File: src/rtl/pipe_pkg.sv
// pipe_pkg: shared forwarding-select codes, ALU opcodes and register constants for the pipeline.
package pipe_pkg;
    localparam logic [1:0] FWD_REG = 2'b00;
    localparam logic [1:0] FWD_WB  = 2'b01;
    localparam logic [1:0] FWD_ALU = 2'b10;
    localparam logic [4:0] REG_X0  = 5'd0;
    typedef enum logic [3:0] {
        ALU_ADD, ALU_SUB, ALU_SLL, ALU_SLT, ALU_SLTU,
        ALU_XOR, ALU_SRL, ALU_SRA, ALU_OR, ALU_AND
    } alu_op_t;
endpackage

File: src/rtl/id_ex_stage_if.sv
// id_ex_stage_if: ID-side inputs and EX-side outputs of the ID/EX register.
// Counter outputs exist only when ID_EX_HAZARD_CNT_EN is defined.
interface id_ex_stage_if #(
    parameter int DATAWIDTH = 32,
    parameter int REGADDR   = 5,
    parameter int ALUOPW    = 4
);
    logic                 flush_i, id_valid_i;
    logic [DATAWIDTH-1:0] id_pc_i, id_rs1_data_i, id_rs2_data_i, id_imm_i;
    logic [REGADDR-1:0]   id_rs1_i, id_rs2_i, id_rd_i;
    logic                 id_reg_write_i, id_mem_read_i, id_mem_write_i, id_bsel_i;
    logic [ALUOPW-1:0]    id_alu_op_i;
    logic [REGADDR-1:0]   exmem_rd_i;
    logic                 exmem_reg_write_i;
    logic                 stall_o, ex_valid_o;
    logic [DATAWIDTH-1:0] ex_pc_o, ex_rs1_data_o, ex_rs2_data_o, ex_imm_o;
    logic [REGADDR-1:0]   ex_rd_o;
    logic                 ex_reg_write_o, ex_mem_read_o, ex_mem_write_o, ex_bsel_o;
    logic [ALUOPW-1:0]    ex_alu_op_o;
    logic [1:0]           ex_fwd_a_o, ex_fwd_b_o;
`ifdef ID_EX_HAZARD_CNT_EN
    logic [31:0]          stall_cnt_o, flush_cnt_o;
`endif
    modport master (
        output flush_i, id_valid_i, id_pc_i, id_rs1_data_i, id_rs2_data_i, id_imm_i,
               id_rs1_i, id_rs2_i, id_rd_i, id_reg_write_i, id_mem_read_i, id_mem_write_i,
               id_bsel_i, id_alu_op_i, exmem_rd_i, exmem_reg_write_i,
        input  stall_o, ex_valid_o, ex_pc_o, ex_rs1_data_o, ex_rs2_data_o, ex_imm_o, ex_rd_o,
               ex_reg_write_o, ex_mem_read_o, ex_mem_write_o, ex_bsel_o, ex_alu_op_o,
`ifdef ID_EX_HAZARD_CNT_EN
               stall_cnt_o, flush_cnt_o,
`endif
               ex_fwd_a_o, ex_fwd_b_o
    );
    modport slave (
        input  flush_i, id_valid_i, id_pc_i, id_rs1_data_i, id_rs2_data_i, id_imm_i,
               id_rs1_i, id_rs2_i, id_rd_i, id_reg_write_i, id_mem_read_i, id_mem_write_i,
               id_bsel_i, id_alu_op_i, exmem_rd_i, exmem_reg_write_i,
        output stall_o, ex_valid_o, ex_pc_o, ex_rs1_data_o, ex_rs2_data_o, ex_imm_o, ex_rd_o,
               ex_reg_write_o, ex_mem_read_o, ex_mem_write_o, ex_bsel_o, ex_alu_op_o,
`ifdef ID_EX_HAZARD_CNT_EN
               stall_cnt_o, flush_cnt_o,
`endif
               ex_fwd_a_o, ex_fwd_b_o
    );
endinterface

File: src/rtl/fwd_sel_calc.sv
// fwd_sel_calc: forwarding select for one source register; the nearer producer (EX) beats EX/MEM, x0 never forwards.
module fwd_sel_calc import pipe_pkg::*; #(
    parameter int REGADDR = 5
) (
    input  logic [REGADDR-1:0] rs,
    input  logic               ex_valid,
    input  logic               ex_reg_write,
    input  logic [REGADDR-1:0] ex_rd,
    input  logic               exmem_reg_write,
    input  logic [REGADDR-1:0] exmem_rd,
    output logic [1:0]         sel
);
    always_comb
        sel = (ex_valid && ex_reg_write && ex_rd != REGADDR'(REG_X0) && ex_rd == rs) ? FWD_ALU :
              (exmem_reg_write && exmem_rd != REGADDR'(REG_X0) && exmem_rd == rs) ? FWD_WB : FWD_REG;
endmodule

File: src/rtl/id_ex_stage.sv
// id_ex_stage: ID/EX pipeline register with load-use stall, branch flush and precomputed forwarding selects.
// Optional hazard counters are enabled by defining ID_EX_HAZARD_CNT_EN.
module id_ex_stage import pipe_pkg::*; #(
    parameter int DATAWIDTH = 32,
    parameter int REGADDR   = 5,
    parameter int ALUOPW    = 4
) (
    input logic          clk,
    input logic          rst,
    id_ex_stage_if.slave bus
);
    logic       hazard, bubble;
    logic [1:0] fwd_a, fwd_b;
    assign hazard = bus.ex_valid_o && bus.ex_mem_read_o && bus.id_valid_i &&
                    bus.ex_rd_o != REGADDR'(REG_X0) &&
                    (bus.ex_rd_o == bus.id_rs1_i || bus.ex_rd_o == bus.id_rs2_i);
    assign bubble = bus.flush_i || hazard;
    assign bus.stall_o = hazard && !bus.flush_i;
    fwd_sel_calc #(.REGADDR(REGADDR)) u_fwd_a (
        .rs(bus.id_rs1_i), .ex_valid(bus.ex_valid_o), .ex_reg_write(bus.ex_reg_write_o),
        .ex_rd(bus.ex_rd_o), .exmem_reg_write(bus.exmem_reg_write_i), .exmem_rd(bus.exmem_rd_i),
        .sel(fwd_a)
    );
    fwd_sel_calc #(.REGADDR(REGADDR)) u_fwd_b (
        .rs(bus.id_rs2_i), .ex_valid(bus.ex_valid_o), .ex_reg_write(bus.ex_reg_write_o),
        .ex_rd(bus.ex_rd_o), .exmem_reg_write(bus.exmem_reg_write_i), .exmem_rd(bus.exmem_rd_i),
        .sel(fwd_b)
    );
    // A bubble is indistinguishable from the reset state, so both share one branch.
    always_ff @(posedge clk) begin
        if (rst || bubble) begin
            bus.ex_valid_o     <= 1'b0;
            bus.ex_pc_o        <= {DATAWIDTH{1'b0}};
            bus.ex_rs1_data_o  <= {DATAWIDTH{1'b0}};
            bus.ex_rs2_data_o  <= {DATAWIDTH{1'b0}};
            bus.ex_imm_o       <= {DATAWIDTH{1'b0}};
            bus.ex_rd_o        <= {REGADDR{1'b0}};
            bus.ex_reg_write_o <= 1'b0;
            bus.ex_mem_read_o  <= 1'b0;
            bus.ex_mem_write_o <= 1'b0;
            bus.ex_bsel_o      <= 1'b0;
            bus.ex_alu_op_o    <= {ALUOPW{1'b0}};
            bus.ex_fwd_a_o     <= FWD_REG;
            bus.ex_fwd_b_o     <= FWD_REG;
        end else begin
            bus.ex_valid_o     <= bus.id_valid_i;
            bus.ex_pc_o        <= bus.id_pc_i;
            bus.ex_rs1_data_o  <= bus.id_rs1_data_i;
            bus.ex_rs2_data_o  <= bus.id_rs2_data_i;
            bus.ex_imm_o       <= bus.id_imm_i;
            bus.ex_rd_o        <= bus.id_rd_i;
            bus.ex_reg_write_o <= bus.id_reg_write_i;
            bus.ex_mem_read_o  <= bus.id_mem_read_i;
            bus.ex_mem_write_o <= bus.id_mem_write_i;
            bus.ex_bsel_o      <= bus.id_bsel_i;
            bus.ex_alu_op_o    <= bus.id_alu_op_i;
            bus.ex_fwd_a_o     <= fwd_a;
            bus.ex_fwd_b_o     <= fwd_b;
        end
    end
`ifdef ID_EX_HAZARD_CNT_EN
    always_ff @(posedge clk) begin
        if (rst) begin
            bus.stall_cnt_o <= 32'd0;
            bus.flush_cnt_o <= 32'd0;
        end else begin
            if (bus.stall_o && !(&bus.stall_cnt_o)) bus.stall_cnt_o <= bus.stall_cnt_o + 32'd1;
            if (bus.flush_i && !(&bus.flush_cnt_o)) bus.flush_cnt_o <= bus.flush_cnt_o + 32'd1;
        end
    end
`endif
endmodule

File: src/flat_wrapper.sv
// flat-port wrapper written by rule: the top's interface ports become plain ports
module id_ex_stage_flat import pipe_pkg::*;
#(
    parameter int DATAWIDTH = 32,
    parameter int REGADDR   = 5,
    parameter int ALUOPW    = 4
)
  (clk, rst, bus_flush_i, bus_id_valid_i, bus_id_pc_i, bus_id_rs1_data_i, bus_id_rs2_data_i, bus_id_imm_i, bus_id_rs1_i, bus_id_rs2_i, bus_id_rd_i, bus_id_reg_write_i, bus_id_mem_read_i, bus_id_mem_write_i, bus_id_bsel_i, bus_id_alu_op_i, bus_exmem_rd_i, bus_exmem_reg_write_i, bus_stall_o, bus_ex_valid_o, bus_ex_pc_o, bus_ex_rs1_data_o, bus_ex_rs2_data_o, bus_ex_imm_o, bus_ex_rd_o, bus_ex_reg_write_o, bus_ex_mem_read_o, bus_ex_mem_write_o, bus_ex_bsel_o, bus_ex_alu_op_o, bus_ex_fwd_a_o, bus_ex_fwd_b_o);
  id_ex_stage_if #(.DATAWIDTH(DATAWIDTH), .REGADDR(REGADDR), .ALUOPW(ALUOPW)) bus_i ();
  input logic clk;
  input logic rst;
  input wire logic [$bits(bus_i.flush_i)-1:0] bus_flush_i;
  input wire logic [$bits(bus_i.id_valid_i)-1:0] bus_id_valid_i;
  input wire logic [$bits(bus_i.id_pc_i)-1:0] bus_id_pc_i;
  input wire logic [$bits(bus_i.id_rs1_data_i)-1:0] bus_id_rs1_data_i;
  input wire logic [$bits(bus_i.id_rs2_data_i)-1:0] bus_id_rs2_data_i;
  input wire logic [$bits(bus_i.id_imm_i)-1:0] bus_id_imm_i;
  input wire logic [$bits(bus_i.id_rs1_i)-1:0] bus_id_rs1_i;
  input wire logic [$bits(bus_i.id_rs2_i)-1:0] bus_id_rs2_i;
  input wire logic [$bits(bus_i.id_rd_i)-1:0] bus_id_rd_i;
  input wire logic [$bits(bus_i.id_reg_write_i)-1:0] bus_id_reg_write_i;
  input wire logic [$bits(bus_i.id_mem_read_i)-1:0] bus_id_mem_read_i;
  input wire logic [$bits(bus_i.id_mem_write_i)-1:0] bus_id_mem_write_i;
  input wire logic [$bits(bus_i.id_bsel_i)-1:0] bus_id_bsel_i;
  input wire logic [$bits(bus_i.id_alu_op_i)-1:0] bus_id_alu_op_i;
  input wire logic [$bits(bus_i.exmem_rd_i)-1:0] bus_exmem_rd_i;
  input wire logic [$bits(bus_i.exmem_reg_write_i)-1:0] bus_exmem_reg_write_i;
  output wire logic [$bits(bus_i.stall_o)-1:0] bus_stall_o;
  output wire logic [$bits(bus_i.ex_valid_o)-1:0] bus_ex_valid_o;
  output wire logic [$bits(bus_i.ex_pc_o)-1:0] bus_ex_pc_o;
  output wire logic [$bits(bus_i.ex_rs1_data_o)-1:0] bus_ex_rs1_data_o;
  output wire logic [$bits(bus_i.ex_rs2_data_o)-1:0] bus_ex_rs2_data_o;
  output wire logic [$bits(bus_i.ex_imm_o)-1:0] bus_ex_imm_o;
  output wire logic [$bits(bus_i.ex_rd_o)-1:0] bus_ex_rd_o;
  output wire logic [$bits(bus_i.ex_reg_write_o)-1:0] bus_ex_reg_write_o;
  output wire logic [$bits(bus_i.ex_mem_read_o)-1:0] bus_ex_mem_read_o;
  output wire logic [$bits(bus_i.ex_mem_write_o)-1:0] bus_ex_mem_write_o;
  output wire logic [$bits(bus_i.ex_bsel_o)-1:0] bus_ex_bsel_o;
  output wire logic [$bits(bus_i.ex_alu_op_o)-1:0] bus_ex_alu_op_o;
  output wire logic [$bits(bus_i.ex_fwd_a_o)-1:0] bus_ex_fwd_a_o;
  output wire logic [$bits(bus_i.ex_fwd_b_o)-1:0] bus_ex_fwd_b_o;
  assign bus_i.flush_i = bus_flush_i;
  assign bus_i.id_valid_i = bus_id_valid_i;
  assign bus_i.id_pc_i = bus_id_pc_i;
  assign bus_i.id_rs1_data_i = bus_id_rs1_data_i;
  assign bus_i.id_rs2_data_i = bus_id_rs2_data_i;
  assign bus_i.id_imm_i = bus_id_imm_i;
  assign bus_i.id_rs1_i = bus_id_rs1_i;
  assign bus_i.id_rs2_i = bus_id_rs2_i;
  assign bus_i.id_rd_i = bus_id_rd_i;
  assign bus_i.id_reg_write_i = bus_id_reg_write_i;
  assign bus_i.id_mem_read_i = bus_id_mem_read_i;
  assign bus_i.id_mem_write_i = bus_id_mem_write_i;
  assign bus_i.id_bsel_i = bus_id_bsel_i;
  assign bus_i.id_alu_op_i = bus_id_alu_op_i;
  assign bus_i.exmem_rd_i = bus_exmem_rd_i;
  assign bus_i.exmem_reg_write_i = bus_exmem_reg_write_i;
  assign bus_stall_o = bus_i.stall_o;
  assign bus_ex_valid_o = bus_i.ex_valid_o;
  assign bus_ex_pc_o = bus_i.ex_pc_o;
  assign bus_ex_rs1_data_o = bus_i.ex_rs1_data_o;
  assign bus_ex_rs2_data_o = bus_i.ex_rs2_data_o;
  assign bus_ex_imm_o = bus_i.ex_imm_o;
  assign bus_ex_rd_o = bus_i.ex_rd_o;
  assign bus_ex_reg_write_o = bus_i.ex_reg_write_o;
  assign bus_ex_mem_read_o = bus_i.ex_mem_read_o;
  assign bus_ex_mem_write_o = bus_i.ex_mem_write_o;
  assign bus_ex_bsel_o = bus_i.ex_bsel_o;
  assign bus_ex_alu_op_o = bus_i.ex_alu_op_o;
  assign bus_ex_fwd_a_o = bus_i.ex_fwd_a_o;
  assign bus_ex_fwd_b_o = bus_i.ex_fwd_b_o;
  id_ex_stage #(.DATAWIDTH(DATAWIDTH), .REGADDR(REGADDR), .ALUOPW(ALUOPW)) u_core (.clk(clk), .rst(rst), .bus(bus_i));
endmodule
File: config.mk
export PLATFORM = sky130hd
export DESIGN_NAME = id_ex_stage_flat
export DESIGN_NICKNAME = d
export VERILOG_FILES = /design/src/rtl/pipe_pkg.sv /design/src/rtl/id_ex_stage_if.sv /design/src/rtl/fwd_sel_calc.sv /design/src/rtl/id_ex_stage.sv /design/src/flat_wrapper.sv
export SDC_FILE = /design/constraint.sdc
export NUM_CORES = 1
export LEC_CHECK = 0
export CELL_PAD_IN_SITES_DETAIL_PLACEMENT = 0
export CELL_PAD_IN_SITES_GLOBAL_PLACEMENT = 1
export CORE_ASPECT_RATIO = 1.1
export CORE_MARGIN = 10
export CORE_UTILIZATION = 26
export CTS_BUF_LIST = sky130_fd_sc_hd__clkbuf_2
export DETAILED_ROUTE_END_ITERATION = 16
export MAX_ROUTING_LAYER = met4
export PLACE_DENSITY = 0.82
export SYNTH_ARGS = -nofsm -noshare
export SYNTH_HDL_FRONTEND = slang
export SYNTH_HIERARCHICAL = 1
export SYNTH_SLANG_ARGS = --single-unit
File: constraint.sdc
create_clock -name clk -period 1.71 [get_ports clk]
set_clock_uncertainty 0.15 [all_clocks]
set_input_delay 0.171 -clock clk [delete_from_list [all_inputs] [get_ports clk]]
set_output_delay 0.171 -clock clk [all_outputs]
set_load 0.05 [all_outputs]
==> impl_metrics.env, run 1 <==
export IMPL_outcome="finished with violations"
export IMPL_violations="negative setup slack"
export IMPL_num_rows=52
export IMPL_num_vias=5813
export IMPL_synth_area_um2=4960
export IMPL_cts_sinks=146
export IMPL_multi_input_comb_area_um2=1940
export IMPL_drv_cap=0
export IMPL_slew_violations=0
export IMPL_final_hold_viol_count=0
export IMPL_numCtsBuffers=17
export IMPL_end_kind="output port"
export IMPL_cts_tree="built"
export IMPL_vias_per_cell=4.46
export IMPL_antenna_left=0
export IMPL_clockBufferDepth=2
export IMPL_drive_above_1_share_pct=32.0
export IMPL_firstDrtPassIters=5
export IMPL_cp_max_fo=4
export IMPL_cp_start_kind="flip-flop"
export IMPL_fin_ws_ns=-0.594
export IMPL_fin_util_pct=59.1
export IMPL_crit_type="flip-flop to output port"
export IMPL_synthesis_nets=708
export IMPL_grt_max_degree=34
export IMPL_wl_per_cell_um=18.0
export IMPL_io_buffers=307
export IMPL_tns_ns=-1.23
export IMPL_reg2reg_to="u_core/bus.ex_fwd_a_o[0]$_SDFF_PP0_"
export IMPL_io_pins=308
export IMPL_rsz0062_at_grt="yes"
export IMPL_grt_pass1_vias=6128
export IMPL_dp_hpwl_mm=14.8
export IMPL_rr_worst_depth=9
export IMPL_coreArea_um2=18500
export IMPL_routed_wl_mm=23.5
export IMPL_h_tree_depth=4
export IMPL_final_common_cell="clkdlybuf4s50_1"
export IMPL_whs_path_depth=5
export IMPL_syn_inst=547
export IMPL_power_density_nw_per_um2=698
export IMPL_place_area_um2=8330
export IMPL_ys_warn_count=6
export IMPL_grt_pass1_wl_mm=33.5
export IMPL_hp_class="input port to flip-flop"
export IMPL_whs_endpoint="u_core/bus.ex_rs2_data_o[9]$_SDFF_PP0_"
export IMPL_crit_arrival_ns=1.98
export IMPL_final_setup_viol_count=13
export IMPL_finish_instance_area_um2=11000
export IMPL_rr_startpoint="u_core/bus.ex_rd_o[1]$_SDFF_PP0_"
export IMPL_finalPower_mw=7.66
export IMPL_antenna_found_initial=4
export IMPL_max_slew_margin_rel_pct=69.7
export IMPL_cp_required_ns=1.39
export IMPL_leakage_nw=4.68
export IMPL_worstMarginPinSlew_ns=0.455
export IMPL_cts_clk_slew_worst_paths_ns=0.22
export IMPL_post_route_period_util_pct=135
export IMPL_initial_core_util_pct=26.7
export IMPL_r2r_setup_slack_ns=-0.13
export IMPL_seqCellArea_um2=3000
export IMPL_gp_congestion=0.795
export IMPL_timing_fmax_ghz=0.434
export IMPL_syn_avg_cell_area_um2=9.06
export IMPL_grt_use_total_pct=17.7
export IMPL_hold_start="rst"
export IMPL_final_cell_mix="160 x clkdlybuf4s50_1, 147 x nand2_1, 143 x dlygate4sd3_1, 143 x a21oi_1, 96 x dfxtp_1"
export IMPL_ir_worst_vdd_uv=387
export IMPL_drc=0
export IMPL_dieArea_um2=25000
export IMPL_post_route_min_period_ns=2.30
export IMPL_nFillCells=1455
export IMPL_finalNetCount=1205
export IMPL_root_buffer="clkbuf_2"
export IMPL_die_y_um=165
export IMPL_ys_ff_latch=146
export IMPL_ys_types=20
export IMPL_ys_seq_area_share_pct=59.0
export IMPL_area_delta_synth_final_pct=121
export IMPL_die_x_um=152
export IMPL_clk_latency_ns=0.70
export IMPL_grt_overflow=0
export IMPL_drtIter0Drc=324
==> repair_timing <==
action	in CTS	in global routing
pin swaps	9	17
hold buffers	143	0
hold endpoints to repair	144	0
gates resized for setup	30	174
buffers inserted	10	9
endpoints found under the setup margin	106	240
cloned	2	2
==> where the power goes <==
group          total [mW]  leakage [nW]  switching, mW  internal, mW
clock                2.00         0.150           1.31         0.685
combinational        2.05          3.31          0.987          1.06
sequential           3.61          1.22         0.0708          3.54
total                7.66          4.68           2.37          5.29
==> cells by family after synthesis <==
logic type | after synthesis | share of synthesized area (%)
AND/OR/NAND/NOR | 171 | 14.2
XOR/XNOR | 26 | 4.59
buffers and inverters | 50 | 6.44
flip-flops | 146 | 59.0
AO/OA/AOI/OAI | 154 | 15.9
==> through the flow <==
step	hold WS, ns	std cells	worst slack [ns]
6_report	0.143	1304	-0.594
5_1_grt	0.0254	1304	-0.767
4_1_cts	0.0454	1289	-0.695
3_5_place_dp	0.473	1102	-0.282
3_3_place_gp	0.473	1102	-0.230
2_1_floorplan	0.127	547	-0.0186
==> worst max path at each step <==
stage                                      from                                       to  slack [ns]  cells after the start
5_1_grt        u_core/bus.ex_rd_o[0]$_SDFF_PP0_                              bus_stall_o       -0.77                      5
3_3_place_gp                    bus_id_rs1_i[2]  u_core/bus.ex_rs2_data_o[16]$_SDFF_PP0_       -0.23                      7
6_report       u_core/bus.ex_rd_o[2]$_SDFF_PP0_                              bus_stall_o       -0.59                      5
3_5_place_dp                    bus_id_rs1_i[4]   u_core/bus.ex_rs1_data_o[3]$_SDFF_PP0_       -0.28                      7
2_1_floorplan  u_core/bus.ex_rd_o[2]$_SDFF_PP0_                              bus_stall_o       -0.02                      5
4_1_cts        u_core/bus.ex_rd_o[0]$_SDFF_PP0_                              bus_stall_o       -0.70                      5
==> critical path, cell delays in order, from the launching register on <==
cell and delay [ns]:
dfxtp_4 0.43, xnor2_2 0.19, nand3_2 0.14, o22ai_4 0.14
and3b_2 0.24, buf_12 0.14
==> cell type report <==
| type | instances | share of cell area [%] |
|---|---|---|
| diodes | 4 | 0.0913 |
| repair buffers | 526 | 49.9 |
| well taps | 243 | 2.77 |
| inverters | 2 | 0.0685 |
| clock buffers | 19 | 0.867 |
| flip-flops and latches | 146 | 27.4 |
| clock inverters | 13 | 1.22 |
| multi-input cells | 351 | 17.7 |
==> routing by layer <==
layer | global-route usage [%] | part of all wire [%]
met1 | 19.6 | 38
met2 | 28.8 | 50
met5 | - | 0
met3 | 6.62 | 9.5
met4 | 5.55 | 1.8
==> synth_stat cells, drive strengths merged <==
library cell  count  area [um2]
and3b             1        8.76
a21oi           149         746
nor4              4        25.0
xor2              6        52.6
o2111ai           2        17.5
o22ai             1        12.5
nor3              7        45.0
nand2           148         556
nand3             7        35.0
dfxtp           146        2920
xnor2            20         175
o21ai             2        10.0
buf              33         255
inv               2        7.51
nor2              2        7.51
clkbuf           15        56.3
nor3b             2        25.0
==> registers in the layout, summed over array words and instances, names as in the netlist <==
signal	cells
u_core/bus.ex_valid_o	1
u_core/bus.ex_mem_read_o	1
u_core/bus.ex_fwd_a_o	2
u_core/bus.ex_fwd_b_o	2
u_core/bus.ex_rd_o	5
u_core/bus.ex_rs1_data_o	32
u_core/bus.ex_bsel_o	1
u_core/bus.ex_rs2_data_o	32
u_core/bus.ex_pc_o	32
u_core/bus.ex_mem_write_o	1
u_core/bus.ex_alu_op_o	4
u_core/bus.ex_imm_o	32
u_core/bus.ex_reg_write_o	1
Note: power is estimated with default switching activity, not from simulation.
==> inputs of run 2 (changes only) <==
- CORE_ASPECT_RATIO: 1.1 -> 0.6
==> impl_metrics.env, run 2 (synthesis gave the netlist of run 1 again) <==
export IMPL_routed_wl_mm=26.4
export IMPL_crit_arrival_ns=2.74
export IMPL_worstMarginPinSlew_ns=0.455
export IMPL_final_hold_viol_count=0
export IMPL_placed_cells=1084
export IMPL_p_switching_mw=2.42
export IMPL_power_frac_seq_pct=45.1
export IMPL_timing_fmax_ghz=0.443
export IMPL_dp_hpwl_mm=15.3
export IMPL_initial_core_util_pct=26.9
export IMPL_end_kind="flip-flop"
export IMPL_multi_input_comb_area_um2=2490
export IMPL_nFillCells=1339
export IMPL_post_route_min_period_ns=2.26
export IMPL_ir_worst_vdd_uv=476
export IMPL_dieArea_um2=25200
export IMPL_cp_start_kind="flip-flop"
export IMPL_num_rows=38
export IMPL_wl_per_cell_um=20.4
export IMPL_cp_required_ns=2.20
export IMPL_post_route_period_util_pct=132
export IMPL_rsz0062_at_grt="yes"
export IMPL_drive_above_1_share_pct=40.3
export IMPL_outcome="finished with violations"
export IMPL_max_slew_margin_rel_pct=69.7
export IMPL_cts_clk_slew_worst_paths_ns=0.21
export IMPL_num_vias=5950
export IMPL_grt_pass1_wl_mm=36.4
export IMPL_instances_no_fill=1296
export IMPL_violations="negative setup slack"
export IMPL_grt_overflow=0
export IMPL_p_int_mw=5.56
export IMPL_grt_max_degree=75
export IMPL_cp_max_fo=8
export IMPL_grt_use_total_pct=19.2
export IMPL_drtIter0Drc=299
export IMPL_cts_tree="built"
export IMPL_final_cell_mix="160 x clkdlybuf4s50_1, 147 x nand2_1, 145 x dlygate4sd3_1"
export IMPL_crit_type="flip-flop to flip-flop"
export IMPL_switching_share_pct=30.3
export IMPL_coreArea_um2=18400
export IMPL_die_x_um=198
export IMPL_seqCellArea_um2=2970
export IMPL_clockBufferDepth=2
export IMPL_die_y_um=127
export IMPL_drc=0
export IMPL_final_common_cell="clkdlybuf4s50_1"
export IMPL_finalNetCount=1202
export IMPL_p_clk_share_pct=27.7
export IMPL_numCtsBuffers=17
export IMPL_cts_sinks=146
export IMPL_leakage_nw=4.59
export IMPL_root_buffer="clkbuf_2"
export IMPL_h_tree_depth=4
export IMPL_drv_cap=0
export IMPL_vias_per_cell=4.59
export IMPL_firstDrtPassIters=5
export IMPL_io_buffers=307
export IMPL_antenna_found_initial=3
export IMPL_pre_cts_slack_ns=-0.276
export IMPL_fin_ws_ns=-0.548
export IMPL_area_delta_synth_final_pct=129
export IMPL_antenna_left=0
export IMPL_gp_congestion=0.822
export IMPL_io_pins=308
export IMPL_final_setup_viol_count=149
export IMPL_power_frac_comb_pct=27.2
export IMPL_grt_pass1_vias=6137
export IMPL_power_density_nw_per_um2=704
export IMPL_clk_latency_ns=0.68
export IMPL_slew_violations=0
export IMPL_hp_class="input port to flip-flop"
## run 2: cell count changes in the layout (fill, tap and decap cells not counted), sizes merged
| cell | delta |
|---|---|
| bufinv | +2 |
| clkbuf | +1 |
| clkinv | -2 |
| inv | -2 |
| dlygate4sd3 | +2 |
| bufbuf | +2 |
| clkinvlp | +1 |
| buf | -8 |
| diode | -1 |
## run 2: worst max-delay path, stage by stage, from the launching register on
cell	delay [ns]
dfxtp_4	0.42
xnor2_2	0.15
nand3_2	0.10
o22ai_4	0.08
buf_4	0.13
buf_4	0.13
buf_6	0.11
buf_6	0.10
buf_6	0.10
buf_6	0.12
buf_12	0.14
buf_12	0.13
clkbuf_16	0.16
a21oi_2	0.16
## run 2: stage by stage
stage                     hold slack [ns]  total power [mW]  area [um2]  utilization, %  setup TNS (ns)
final                               0.152              7.98       11300            61.6          -63.98
after global routing               0.0409              8.31       11300            61.6          -74.41
after CTS                          0.0162              7.86       10600            57.5          -42.89
after detailed placement            0.468              5.18        8120            44.1          -32.03
after global placement              0.461              5.17        8120            44.1          -26.27
after floorplan                     0.127              4.43        4980               -         -0.0186
## run 2: cell type report
type	count	area share, %
Antenna cell	3	0.0662
Clock buffer	19	0.838
Clock inverter	12	1.45
Sequential cell	146	26.2
Inverter	2	0.0662
Tap cell	240	2.65
Timing Repair Buffer	523	46.8
Multi-Input combinational cell	351	21.9
## run 2: worst paths after layout
check                                                      start                                endpoint  slack (ns)  depth (start not counted)
worst max-delay path            u_core/bus.ex_rd_o[2]$_SDFF_PP0_  u_core/bus.ex_rs2_data_o[2]$_SDFF_PP0_       -0.55                         13
worst min-delay path                           bus_exmem_rd_i[2]     u_core/bus.ex_fwd_a_o[0]$_SDFF_PP0_        0.15                          6
worst max register to register  u_core/bus.ex_rd_o[2]$_SDFF_PP0_  u_core/bus.ex_rs2_data_o[2]$_SDFF_PP0_       -0.55                         13
worst min register to register  u_core/bus.ex_valid_o$_SDFF_PP0_     u_core/bus.ex_fwd_b_o[1]$_SDFF_PP0_        0.48                          4
## run 2: repair_timing
action                                 CTS  global route
setup endpoints to repair               91           257
hold buffers                           145             0
gates resized for setup                103           153
gates cloned                             6             3
endpoints found under the hold margin  144             0
pin swaps                                6            13
setup buffers                           19             5
## run 2: power by group through the flow
stage | registers, mW | clock network (mW) | logic [mW]
final | 3.60 | 2.21 | 2.17
after global routing | 3.62 | 2.43 | 2.26
after CTS | 3.59 | 2.28 | 1.98
after detailed placement | 3.66 | 0 | 1.52
after global placement | 3.66 | 0 | 1.51
after floorplan | 4.13 | 0 | 0.302
## run 2: layer usage
metal  global-route usage [%]  vias up  part of all wire (%)
li1                         -     2797                     -
met1                     21.8     2823                    40
met2                     30.6      298                    48
met3                     8.77       32                    10
met4                     3.96        0                   1.7
met5                        -        -                     0
==> inputs of run 3 (changes only) <==
- CAP_MARGIN: unset -> 20
- GPL_TIMING_DRIVEN: unset -> 1
==> results of run 3 <==
Final layout, timing and power as in run 2 (identical DEF).
